File: config.mk
export PLATFORM = sky130hd
export DESIGN_NAME = instr_fetch_unit
export DESIGN_NICKNAME = d
export VERILOG_FILES = /design/src/rtl/instr_fetch_unit.sv
export SDC_FILE = /design/constraint.sdc
export NUM_CORES = 1
export LEC_CHECK = 0
export ABC_AREA = 1
export CAP_MARGIN = 20
export CORE_UTILIZATION = 41
export CTS_CLUSTER_DIAMETER = 150
export CTS_CLUSTER_SIZE = 30
export DETAILED_ROUTE_END_ITERATION = 12
export GPL_ROUTABILITY_DRIVEN = 1
export MAX_ROUTING_LAYER = met4
export PLACE_DENSITY_LB_ADDON = 0.08
export SYNTH_ARGS = -nofsm -noshare
export SYNTH_HDL_FRONTEND = slang
export SYNTH_SLANG_ARGS = --single-unit
File: constraint.sdc
create_clock -name clk -period 2.05 [get_ports clk]
set_input_delay 0.41 -clock clk [delete_from_list [all_inputs] [get_ports clk]]
set_output_delay 0.41 -clock clk [all_outputs]
set_load 0.005 [all_outputs]
File: src/rtl/instr_fetch_unit.sv
// Instruction fetch front end: drives a 1-cycle-latency synchronous instruction
// memory and hands fetched words to decode over valid/ready, with zero-bubble redirects.
module instr_fetch_unit #(
    parameter int unsigned ADDR_W   = 9,
    parameter int unsigned DEPTH    = 512,
    parameter logic [31:0] RESET_PC = 32'h0000_0000
) (
    input  logic              clk,
    input  logic              rst_n,
    output logic [ADDR_W-1:0] imem_addr,
    output logic              imem_en,
    input  logic [31:0]       imem_rdata,
    input  logic              redirect_valid,
    input  logic [31:0]       redirect_pc,
    output logic              out_valid,
    input  logic              out_ready,
    output logic [31:0]       out_instr,
    output logic [31:0]       out_pc,
    output logic              fetch_err,
    output logic [31:0]       fetch_count
);

    localparam logic [1:0] S_BOOT = 2'd0;
    localparam logic [1:0] S_RUN  = 2'd1;
    localparam logic [1:0] S_ERR  = 2'd2;

    logic [1:0]  state_q, state_d;
    logic [31:0] fetch_pc_q, fetch_pc_d;
    logic [31:0] resp_pc_q, resp_pc_d;
    logic        resp_valid_q, resp_valid_d;
    logic        fetch_err_q, fetch_err_d;
    logic [31:0] fetch_count_q, fetch_count_d;

    logic [31:0] pc_sel;
    logic [31:0] word_idx;
    logic        pc_bad;
    logic        can_go;
    logic        accept;
    logic        issue;

    assign pc_sel   = redirect_valid ? redirect_pc : fetch_pc_q;
    assign word_idx = {2'b00, pc_sel[31:2]};
    assign pc_bad   = (pc_sel[1:0] != 2'b00) || (word_idx >= DEPTH);
    // The response slot frees up when drained, consumed this cycle, or killed by a redirect.
    assign can_go   = !resp_valid_q || out_ready || redirect_valid;
    assign accept   = resp_valid_q && !redirect_valid && out_ready;

    always_comb begin
        state_d       = state_q;
        fetch_pc_d    = fetch_pc_q;
        resp_pc_d     = resp_pc_q;
        resp_valid_d  = resp_valid_q;
        fetch_err_d   = fetch_err_q;
        issue         = 1'b0;
        fetch_count_d = fetch_count_q + {31'b0, accept};
        case (state_q)
            S_BOOT: state_d = S_RUN;
            S_RUN: begin
                if (can_go) begin
                    if (!pc_bad) begin
                        issue        = 1'b1;
                        fetch_pc_d   = pc_sel + 32'd4;
                        resp_pc_d    = pc_sel;
                        resp_valid_d = 1'b1;
                    end else begin
                        fetch_err_d  = 1'b1;
                        resp_valid_d = 1'b0;
                        state_d      = S_ERR;
                    end
                end
            end
            S_ERR: begin
                if (redirect_valid && !pc_bad) begin
                    issue        = 1'b1;
                    fetch_pc_d   = pc_sel + 32'd4;
                    resp_pc_d    = pc_sel;
                    resp_valid_d = 1'b1;
                    state_d      = S_RUN;
                end else if (accept || redirect_valid) begin
                    resp_valid_d = 1'b0;
                end
            end
            default: state_d = S_BOOT;
        endcase
    end

    always_ff @(posedge clk or negedge rst_n) begin
        if (!rst_n) begin
            state_q       <= S_BOOT;
            fetch_pc_q    <= RESET_PC;
            resp_pc_q     <= 32'd0;
            resp_valid_q  <= 1'b0;
            fetch_err_q   <= 1'b0;
            fetch_count_q <= 32'd0;
        end else begin
            state_q       <= state_d;
            fetch_pc_q    <= fetch_pc_d;
            resp_pc_q     <= resp_pc_d;
            resp_valid_q  <= resp_valid_d;
            fetch_err_q   <= fetch_err_d;
            fetch_count_q <= fetch_count_d;
        end
    end

    assign imem_addr   = pc_sel[ADDR_W+1:2];
    assign imem_en     = issue;
    assign out_valid   = resp_valid_q && !redirect_valid;
    assign out_pc      = resp_pc_q;
    assign out_instr   = imem_rdata;
    assign fetch_err   = fetch_err_q;
    assign fetch_count = fetch_count_q;

endmodule

; After elaboration in Yosys (flattened, before gate mapping)
; Index checks and enable logic that the tools add are counted.
[totals]
regBits = 100
input_bits = 68
output_inout_bits = 108
elab_cells = 54
[op_classes]
n_addsub = 2
magnitude_cmp = 1
eq_ne = 7
muxes = 21
n_reduce_logical = 17
[op_table]
columns = cell, n
row1 = $mux 32, 7
row2 = $pmux 32 s2, 2
row3 = $add 32x1->32, 1
row4 = $add 32x3->32 const B, 1
row5 = $ge 30x10->1 const B, 1
row6 = $reduce_and 3->1, 3
row7 = $ne 2x2->1 const B, 4
row8 = $mux 1, 6
row9 = $mux 2, 3
row10 = $pmux 2 s3, 1
row11 = $logic_or 1x1->1, 4
row12 = $pmux 1 s2, 2
row13 = $reduce_and 4->1, 1
row14 = $reduce_bool 2->1, 2
row15 = $logic_and 1x1->1, 3
row16 = $logic_not 1->1, 3
row17 = $ne 3x3->1 const B, 1
row18 = $eq 2x1->1 const B, 1
row19 = $eq 2x2->1 const B, 1
row20 = $logic_not 2->1, 1

; Logic depth before layout (Yosys ltp)
[depth]
ltp_word = 7
mapped_depth = 16
ltp_nobuf = 15

; Least setup slack after synthesis
; OpenSTA, ideal clock, no wires.
[synth_timing]
path_kind = input -> register
startpoint = input redirect_valid
endpoint = register fetch_count_q[24], in the netlist fetch_count[24]
setup_ns = 0.117
t_arrival_ns = 2.470
t_required_ns = 1.933
slack_ns = -0.537
stages = 16
n_path_buf = 2
cell_sequence = buf_2 > buf_2 > nor3_1 > ha_1 > ha_1 > nand2_1 > nor2_1 > nand2_1 > inv_1 > nand2_1 > nor2_1 > nand3_1 > nor3_1 > nand2_1 > nand2_1 > nand2_1
[synth_between]
elab_chain_cells = 4
[synth_rtl]
columns = element, line_no
row1 = "start, declared", 13  ; input logic redirect_valid,
row2 = $logic_not 1->1, 46  ; assign accept = resp_valid_q && !redirect_valid && out_ready;
row3 = $logic_and 1x1->1 (2 in a row), 46
row4 = $add 32x1->32, 55  ; fetch_count_d = fetch_count_q + {31'b0, accept};
row5 = named net fetch_count_d[24], 32  ; logic [31:0] fetch_count_q, fetch_count_d;
row6 = "end signal, assigned", 101  ; fetch_count_q <= fetch_count_d;
row7 = "end, declared", 32
; The timed path passes the listed nets, and every way through them passes these cells.
; A chain may end at the register's enable or synchronous reset.

; Worst setup path in the final report
[layout_timing]
startpoint = input redirect_pc[24]
endpoint = output imem_en
[layout_between]
elab_chain_cells = 7
word_cells_on_any_way = 9
classes_between = 1 x order compare / 5 x mux / 3 x reduce/logical
[layout_rtl]
columns = element, line_no
row1 = "start, declared", 14  ; input logic [31:0] redirect_pc,
row2 = $mux 32 (*), 41  ; assign pc_sel = redirect_valid ? redirect_pc : fetch_pc_q;
row3 = $ge 30x10->1 (*), 43  ; assign pc_bad = (pc_sel[1:0] != 2'b00) || (word_idx >= DEPTH);
row4 = $logic_or 1x1->1 (*), 43
row5 = $logic_not 1->1, 73  ; if (redirect_valid && !pc_bad) begin
row6 = $logic_and 1x1->1, 73
row7 = $mux 1, 73
row8 = $pmux 1 s2 (*), 56  ; case (state_q)
row9 = "end, declared", 11  ; output logic imem_en,
; Mark *: on every way between the ends. The rest lies on a longest branch, timed or not.

==> results.json <==
{
  "io_buffer_count": 111,
  "clock_skew_ps": 7.92,
  "wire_per_inst_um": 12.8,
  "die_y_um": 113,
  "regToRegSetupSlack_ps": 110,
  "ir_drop_v": 0.000487,
  "outcome": "finished with violations",
  "p_leak_nw": 3.86,
  "fmax_mhz": 487,
  "die_x_um": 113,
  "drt_iter0_markers": 171,
  "vias": 4128,
  "worstSetupPathType": "primary input to primary output",
  "dpl.cell_count": 886,
  "cts_buffer_depth": 2,
  "synth_nets": 708,
  "finalCoreUtilization_pct": 58.6,
  "rows": 40,
  "worstPathCellList": "clkdlybuf4s50_1 -> inv_1 -> nand2_1 -> nand2_1 -> nand2_1 -> nor2_1 -> nand2_1 -> nor2_2 -> nand2_2 -> nor2_2 -> buf_2",
  "netlist-cell-type-count": 25,
  "cts_max_level": 3,
  "start_util_pct": 42.1,
  "min_to": "fetch_err",
  "dpl_cell_area_um2": 6450,
  "p_sw_mw": 1.06,
  "cpMostUsedCell": "nand2_1",
  "nets": 837,
  "ff2ff_path_depth": 15,
  "swShare_pct": 25.0,
  "core_um2": 12000,
  "power_mw": 4.23,
  "antenna_found_initial": 0,
  "vias_per_cell": 4.52,
  "cp.depth": 11,
  "period_minus_slack_ps": 2050,
  "first_global_vias": 4113,
  "worstReg2RegEnd": "fetch_count[24]",
  "rsz0062_at_grt": "yes",
  "detail-route-antenna-nets": 0,
  "dr.pass1.iters": 4,
  "grt_max_degree": 58,
  "routed_wl_um": 11700,
  "start_kind": "primary input",
  "drv_slew": 0,
  "ys_seq_elements": 98,
  "area.growth.synth_to_final_pct": 39.4,
  "crit_required_ps": 1640,
  "slew_headroom_pct": 69.5,
  "post-route-period-util_pct": 100,
  "worstReg2RegStart": "resp_valid_q",
  "worstMarginPinSlew_ps": 455,
  "diodes": 0,
  "grtUsageTotal_pct": 19.9,
  "avgSynthCellArea_um2": 7.95,
  "cts_buffers": 9,
  "drive_above_1_share_pct": 15.0,
  "drc": 0,
  "yosys_warnings": 0,
  "dp_hpwl_um": 8300,
  "holdPathStages": 1,
  "dieArea_um2": 12700,
  "cts_tree": "done",
  "grt_pass1_wl_um": 19400,
  "place_ws_ps": -757,
  "gp_congestion": 0.844,
  "hold_viol_final": 0,
  "fin_area_um2": 7010,
  "power_frac_clock_pct": 40.5,
  "syn_inst": 633,
  "setup_slack_ps": -4.09,
  "syn_area_um2": 5030,
  "hp-class": "flop to flop",
  "slowest_delay_ps": 410,
  "finalNonFillerCells": 913,
  "worst-path-max-fanout": 2,
  "cp_slowest_cell": "clkdlybuf4s50_1",
  "critPathTopFamily": "simple AND/OR/NAND/NOR gates",
  "grt.overflow.total": 0,
  "finalSetupViolations": 1,
  "cp-end-kind": "primary output",
  "seqPwrFrac_pct": 46.6,
  "p_int_mw": 3.17,
  "clock_insertion_delay_worst_skew_ps": 350,
  "violations": "setup timing",
  "clk_pin_slew_ps": 60,
  "critPathArrivalTime_ps": 1640,
  "cap_violations": 0,
  "root_buffer": "clkbuf_16",
  "critPathBufInv": 3,
  "io_pins": 176,
  "clock-sinks": 98,
  "power_frac_comb_pct": 12.9,
  "power.density_nw_per_um2": 604,
  "min_from": "fetch_err",
  "ys_seq_area_share_pct": 48.8
}
[power by group through the flow]
stage | Clock [mW] | Combinational, mW | Sequential (mW)
2_1_floorplan | 0 | 0.316 | 2.01
3_3_place_gp | 0 | 0.496 | 2.01
3_5_place_dp | 0 | 0.515 | 2.01
4_1_cts | 1.76 | 0.528 | 1.97
5_1_grt | 1.84 | 0.616 | 1.98
6_report | 1.71 | 0.544 | 1.97
[cells by family after synthesis]
logic type | count (synthesis) | share of synthesized area (%)
AOI/OAI and AO/OA | 31 | 3.28
xor gates and xnor gates | 35 | 6.09
adders and majority gates | 7 | 1.74
buffers and inverters | 167 | 16.2
DFF | 98 | 48.8
and+or+nand+nor | 295 | 24.0
[cells in the mapped netlist]
| master | count | area [um^2] |
|---|---|---|
| nand4_1 | 9 | 56.3 |
| nor4_1 | 4 | 25.0 |
| buf_6 | 1 | 11.3 |
| a21o_1 | 1 | 7.51 |
| nand4_2 | 1 | 12.5 |
| nor2_1 | 32 | 120 |
| o21ai_0 | 7 | 35.0 |
| or2_2 | 2 | 12.5 |
| nand3b_1 | 3 | 22.5 |
| o21ai_1 | 20 | 100 |
| nor2_2 | 2 | 12.5 |
| a21boi_0 | 1 | 7.51 |
| dfrtp_1 | 98 | 2450 |
| a31oi_1 | 1 | 6.26 |
| ha_1 | 7 | 87.6 |
| nand2_1 | 214 | 803 |
| buf_2 | 14 | 70.1 |
| nor3_1 | 15 | 75.1 |
| inv_2 | 1 | 3.75 |
| xnor2_1 | 11 | 96.3 |
| xor2_1 | 24 | 210 |
| nand3_1 | 13 | 65.1 |
| o21ai_2 | 1 | 8.76 |
| inv_1 | 108 | 405 |
| buf_4 | 43 | 323 |
[per-layer routing]
layer	vias up	part of all wire [%]	track usage, %
met5	-	0	-
met4	0	1.9	7.73
met3	23	5.1	4.12
met2	102	48	31.5
met1	1894	45	25.2
li1	2109	-	-
[worst max-delay path by stage]
stage,start,to,slack [ps]
2_1_floorplan,redirect_valid,fetch_count[24],-210
3_3_place_gp,redirect_valid,imem_en,-720
3_5_place_dp,redirect_valid,fetch_count[24],-760
4_1_cts,redirect_pc[13],imem_en,-10
5_1_grt,fetch_pc_q[12],imem_en,-80
6_report,redirect_pc[24],imem_en,-4
[layout by cell type, fill, tap and decap left out, drive strengths merged, types with 2 or more instances in the layout]
| cell | Yosys | routed |
|---|---|---|
| xnor2 | 11 | 11 |
| nor4 | 4 | 4 |
| clkbuf | 0 | 11 |
| clkdlybuf4s50 | 0 | 91 |
| dlygate4sd2 | 0 | 2 |
| nand2 | 214 | 214 |
| nor3 | 15 | 15 |
| or2 | 2 | 2 |
| inv | 109 | 111 |
| dlymetal6s2s | 0 | 15 |
| xor2 | 24 | 24 |
| nor2 | 34 | 34 |
| nand3b | 3 | 3 |
| o21ai | 28 | 28 |
| clkinv | 0 | 2 |
| nand3 | 13 | 13 |
| nand4 | 10 | 10 |
| dfrtp | 98 | 98 |
| ha | 7 | 7 |
| buf | 58 | 65 |
[registers in the layout, indices dropped and copies added, names as in the netlist]
signal and cells:
fetch_pc_q 32, resp_valid_q 1, fetch_err 1, state_q 2, out_pc 30, fetch_count 32
[through the flow]
| step | setup TNS, ps | hold WS [ps] |
|---|---|---|
| 2_1_floorplan | -484 | 114 |
| 3_3_place_gp | -32220 | 283 |
| 3_5_place_dp | -35030 | 283 |
| 4_1_cts | -26.7 | 462 |
| 5_1_grt | -247 | 482 |
| 6_report | -4.09 | 454 |
[area by class of cell]
cell class              instances  area (um^2)
inverters                     109          412
fillers                      1102         4950
flip-flops and latches         98         2450
clock buffers                   9          225
repair buffers                176         1760
multi-input cells             368         1900
clock inverters                 6         75.1
well taps                     147          184
[repair_timing]
action,4_1_cts,5_1_grt
endpoints found under the setup margin,31,33
gates resized for setup,25,32
setup buffers,3,6
hold buffers,1,0
pin swaps,9,22
hold endpoints to repair,13,0
gates cloned,1,2
Note: power is estimated with default switching activity, not from simulation.
